==> src/rtl/mem_copy_pkg.sv <==
// Shared types and default widths for the memory block-copy engine.
package mem_copy_pkg;

  localparam int AW_DEF = 8;
  localparam int DW_DEF = 8;
  localparam int LW_DEF = 9;

  typedef enum logic [1:0] {IDLE, READ, WRITE, DONE} copy_state_t;

endpackage

==> src/rtl/mem_copy_engine.sv <==
// Block-copy initiator: moves len bytes src->dst, one byte per read/write cycle pair.
// Build option COPY_CHECKSUM_EN adds a running mod-2**DW sum of the copied bytes.
module mem_copy_engine
  import mem_copy_pkg::*;
#(
  parameter int AW = AW_DEF,
  parameter int DW = DW_DEF,
  parameter int LW = LW_DEF
) (
  input  logic          clk,
  input  logic          rst_n,
  input  logic          start,
  input  logic          abort,
  input  logic [AW-1:0] src,
  input  logic [AW-1:0] dst,
  input  logic [LW-1:0] len,
  output logic          busy,
  output logic          done,
  output logic          aborted,
  output logic [AW-1:0] mem_addr,
  output logic          mem_wr_en,
  output logic [DW-1:0] mem_wdata,
  input  logic [DW-1:0] mem_rdata
`ifdef COPY_CHECKSUM_EN
  ,
  output logic [DW-1:0] checksum
`endif
);

  copy_state_t   state, state_nx;
  logic [AW-1:0] src_q, dst_q;
  logic [LW-1:0] len_q, count;
  logic [DW-1:0] data_q;
  logic          aborted_q;
  logic          accept;
  logic          last_byte;

  assign accept    = (state == IDLE) && start;
  assign last_byte = (count + LW'(1)) == len_q;

  always_ff @(posedge clk or negedge rst_n) begin
    if (!rst_n) state <= IDLE;
    else        state <= state_nx;
  end

  always_comb begin
    state_nx = state;
    unique case (state)
      IDLE:    if (start) state_nx = (len == '0) ? DONE : READ;
      READ:    state_nx = abort ? DONE : WRITE;
      WRITE:   state_nx = (last_byte || abort) ? DONE : READ;
      DONE:    state_nx = IDLE;
      default: state_nx = IDLE;
    endcase
  end

  // Outputs decode from state alone, so an async reset drops mem_wr_en at once.
  always_comb begin
    busy      = 1'b0;
    done      = 1'b0;
    aborted   = 1'b0;
    mem_wr_en = 1'b0;
    mem_addr  = '0;
    mem_wdata = '0;
    unique case (state)
      READ: begin
        busy     = 1'b1;
        mem_addr = src_q + count[AW-1:0];
      end
      WRITE: begin
        busy      = 1'b1;
        mem_wr_en = 1'b1;
        mem_addr  = dst_q + count[AW-1:0];
        mem_wdata = data_q;
      end
      DONE: begin
        done    = 1'b1;
        aborted = aborted_q;
      end
      default: ;
    endcase
  end

  always_ff @(posedge clk or negedge rst_n) begin
    if (!rst_n) begin
      count     <= '0;
      aborted_q <= 1'b0;
    end else if (accept) begin
      count     <= '0;
      aborted_q <= 1'b0;
    end else if (state == READ) begin
      if (abort) aborted_q <= 1'b1;
    end else if (state == WRITE) begin
      count <= count + LW'(1);
      if (abort) aborted_q <= 1'b1;
    end
  end

  // Operands and the byte in flight carry no reset; they are only used after an accepted start.
  always_ff @(posedge clk) begin
    if (accept) begin
      src_q <= src;
      dst_q <= dst;
      len_q <= len;
    end
    if (state == READ) data_q <= mem_rdata;
  end

`ifdef COPY_CHECKSUM_EN
  always_ff @(posedge clk or negedge rst_n) begin
    if (!rst_n)              checksum <= '0;
    else if (accept)         checksum <= '0;
    else if (state == WRITE) checksum <= checksum + data_q;
  end
`endif

endmodule

==> config.mk <==
export PLATFORM = sky130hd
export DESIGN_NAME = mem_copy_engine
export DESIGN_NICKNAME = d
export VERILOG_FILES = /design/src/rtl/mem_copy_pkg.sv /design/src/rtl/mem_copy_engine.sv
export SDC_FILE = /design/constraint.sdc
export NUM_CORES = 1
export LEC_CHECK = 0
export ABC_CLOCK_PERIOD_IN_PS = 6900
export CORE_ASPECT_RATIO = 1.5
export CORE_MARGIN = 3
export CORE_UTILIZATION = 60
export CTS_CLUSTER_SIZE = 20
export DETAILED_ROUTE_END_ITERATION = 7
export DONT_BUFFER_PORTS = 1
export GPL_TIMING_DRIVEN = 0
export PLACE_DENSITY = 0.76
export SKIP_CTS_REPAIR_TIMING = 1
export SLEW_MARGIN = 20
export SYNTH_ARGS = -nofsm -noshare
export SYNTH_HDL_FRONTEND = slang
export SYNTH_SLANG_ARGS = --single-unit
==> constraint.sdc <==
create_clock -name clk -period 6.9 [get_ports clk]
set_input_delay 1.38 -clock clk [delete_from_list [all_inputs] [get_ports clk]]
set_output_delay 1.38 -clock clk [all_outputs]
set_load 0.05 [all_outputs]
==> metrics.md <==
| Metric | Value |
|---|---|
| Outcome | finished, final reports clean |
| Clock root cell | clkbuf_8 |
| Mapped Area | 2360 µm² |
| Hold Path Depth | 2 |
| Met2 WL | 2.44 mm |
| Placed cells | 243 |
| Clk slew on worst S/H paths | 0.09 ns |
| Slowest CP cell | a21boi_1 |
| Start of the worst register-to-register path | state[0] |
| Slew Limit Fails | 0 |
| Num rows | 27 |
| Area of the multi-input gates | 1030 µm² |
| Ys flop type | edfxtp_1 |
| Syn nets | 251 |
| Synth-to-Final Area Change | 7.41% |
| GRT Residual Overflow | 0 |
| Critical path origin | state[0] |
| Setup crit end kind | primary output |
| Remaining DRCs | 0 |
| Syn avg cell area | 11.8 µm² |
| CP required | 5.52 ns |
| MaxCap Viol Count | 0 |
| Number of antenna cells inserted | 0 |
| Cells along the critical path | inv_1 -> ha_1 -> buf_2 -> clkbuf_1 -> mux2_2 -> ha_1 -> inv_1 -> o21bai_1 -> nor4_1 -> or3_1 -> a21boi_1 |
| Synth cell types | 38 |
| Critical path arrival | 4.32 ns |
| Slew @ Worst Pin | 1.07 ns |
| WL final | 4.48 mm |
| Async set or reset register ratio after synthesis | 26.7% |
| Initial antenna violation count | 0 |
| Max Clk Rate | 0.175 GHz |
| Final Hold Fails | 0 |
| Final #Nets | 258 |
| Synth warnings | 0 |
| Setup Skew | 0.00519 ns |
| Peak VDD IR | 380 µV |
| Max stage delay on crit path | 0.83 ns |
| Starting Density | 63.6% |
| Post-layout util | 68.3% |
| Total negative slack | 0 ns |
| Setup WS pre-CTS | 1.51 ns |
| DR pass1 iterations | 5 |
| Crit Path Max Fanout | 10 |
| IO buf count | 0 |
| Worst skew pair latency | 0.30 ns |
| Reg2reg end | state[1] |
| TritonCTS Buffers | 5 |
| Worst reg2reg setup slack | 4.49 ns |
| CTS tree | done |
| Clock buffer depth | 2 |
| PwrDens | 522 nW/µm² |
| Drt first-iter violations | 68 |
| Fin cells | 251 |
| Ports | 57 |
| Post-route minimum period | 5.70 ns |
| RSZ-0062 raised after global routing | no |
| HP Class | reg2reg |
| Sequential area share after synthesis | 54.6% |
| Final setup violation count | 0 |
| Met1 WL | 1.69 mm |
| Antenna-violating nets left | 0 |
| FF+latch area | 1290 µm² |
| Placer Congestion | 0.779 |
| Hold Startpoint | aborted_q |
| Share of layout cells above drive strength 1 | 9.62% |
| Total track usage | 20.0% |
| Routed met3 length | 287 µm |
| Vias in the first global route | 1641 |
| First-pass GRT wire length | 7.40 mm |
| Worst setup path class | reg2out |
| PnR worst setup slack | 1.20 ns |
| Die ar. | 4740 µm² |
| Routed via count | 1552 |
| Dpl hpwl | 3.38 mm |
| Synthesized instance count | 200 |
| Top Metal Used | met4 |
| Die height | 82.9 µm |
| Minimum hold slack | 0.519 ns |
| Hold endpoint | aborted_q |
| P_leak | 0.961 nW |
| Fill cell count | 293 |
| CTS HTree Levels | 2 |
| Cell depth of the worst flop-to-flop path | 8 |
| Largest net degree at the start of global routing | 35 |
| Die X | 57.2 µm |
| Worst path bufs/invs | 4 |
| Fin crit share | 82.6% |
| CTS sink cnt | 45 |
| Placeable Area | 3720 µm² |
| DR WL/cell | 17.8 µm |
| Post-synth EDFFs | 33 |
| Synth Register Bits | 45 |
| Rel. slew slack | 26.3% |
| Vias/cell | 6.18 |
| CP top delay family | compound AO/OA/AOI/OAI gates |
| Critical path startpoint category | register |
-- worst reg2reg max path, stage by stage, from the launching register on --
cell       delay [ns]
dfrtp_1          0.43
inv_1            0.13
ha_1             0.53
buf_2            0.36
nor3b_1          0.23
o2111ai_1        0.16
a311oi_2         0.22
nand4_1          0.14
o21ai_1          0.13
-- cell usage in the layout, fill, tap and decap left out, drive strengths merged, types with 2 or more instances in the layout --
cell / netlist / layout
nand4: 2 / 2
nor3: 2 / 2
mux2i: 2 / 2
o31ai: 3 / 3
o21bai: 2 / 2
dfrtp: 12 / 12
inv: 7 / 7
and2: 15 / 15
mux2: 7 / 7
a21oi: 10 / 10
nand2b: 6 / 6
nor4: 4 / 4
nand2: 10 / 10
nand3: 2 / 2
o21ai: 21 / 21
nor2: 7 / 7
nor2b: 5 / 5
nor3b: 2 / 2
xnor2: 12 / 12
ha: 13 / 13
clkbuf: 4 / 9
edfxtp: 33 / 33
a21o: 2 / 2
xor2: 5 / 5
-- cell families after synthesis --
logic type	Yosys count	synth area share, %
AND/OR/NAND/NOR	60	14.5
AO/OA/AOI/OAI	43	10.7
adder cells (fa/ha/maj)	14	7.73
XOR/XNOR	17	6.30
flip-flops	45	54.6
buffers and inverters	12	1.96
multiplexers	9	4.18
-- registers in the layout (all words and copies together), names as in the netlist --
signal     flops
aborted_q      1
count          9
data_q         8
dst_q          8
len_q          9
src_q          8
state          2
-- final cells by class --
type,count,area share (%)
flip-flops and latches,45,50.9
multi-input cells,143,40.6
clock buffers,5,2.71
well taps,43,2.12
clock inverters,3,1.82
inverters,7,1.03
plain buffers,5,0.838
-- routing by layer --
layer  vias up  GRT usage, %
met1       756          22.3
met4         0          7.81
met5         -             0
met3         6          6.07
met2        55          34.9
li1        735             -
-- cells in the mapped netlist (2+ instances only) --
| cell type | number | share of area, % |
|---|---|---|
| edfxtp_1 | 33 | 42 |
| o21ai_0 | 20 | 4.2 |
| and2_1 | 15 | 4.0 |
| ha_1 | 13 | 6.9 |
| dfrtp_1 | 12 | 13 |
| xnor2_1 | 12 | 4.4 |
| a21oi_1 | 10 | 2.1 |
| nand2_1 | 10 | 1.6 |
| inv_1 | 7 | 1.1 |
| mux2_2 | 7 | 3.3 |
| nor2_1 | 7 | 1.1 |
| nand2b_1 | 6 | 1.6 |
| nor2b_1 | 5 | 1.3 |
| xor2_1 | 5 | 1.9 |
| clkbuf_1 | 4 | 0.64 |
| nor4_1 | 4 | 1.1 |
| o31ai_1 | 3 | 0.95 |
| a21o_1 | 2 | 0.64 |
| mux2i_1 | 2 | 0.85 |
| nand4_1 | 2 | 0.53 |
| nor3_1 | 2 | 0.42 |
| nor3b_1 | 2 | 0.64 |
| o21bai_1 | 2 | 0.64 |
-- worst max path at each step --
stage / cells past startpoint / endpoint
after floorplan: 11 / mem_addr[6]
after global placement: 11 / mem_addr[7]
after detailed placement: 11 / mem_addr[7]
after CTS: 11 / mem_addr[7]
after global routing: 11 / mem_addr[7]
final: 11 / mem_addr[7]
-- per-stage QoR --
stage,instance area [µm²],power [mW]
2_1_floorplan,2360,1.02
3_3_place_gp,2420,1.10
3_5_place_dp,2420,1.14
4_1_cts,2540,1.34
5_1_grt,2540,1.41
6_report,2540,1.33
-- power breakdown --
group / internal [mW] / leakage [nW] / switching, mW / total [mW]
clock: 0.108 / 0.0543 / 0.0907 / 0.199
sequential: 0.371 / 0.461 / 0.0503 / 0.422
combinational: 0.193 / 0.445 / 0.512 / 0.705
total: 0.673 / 0.961 / 0.653 / 1.33
(Power assumes the default switching activity.)
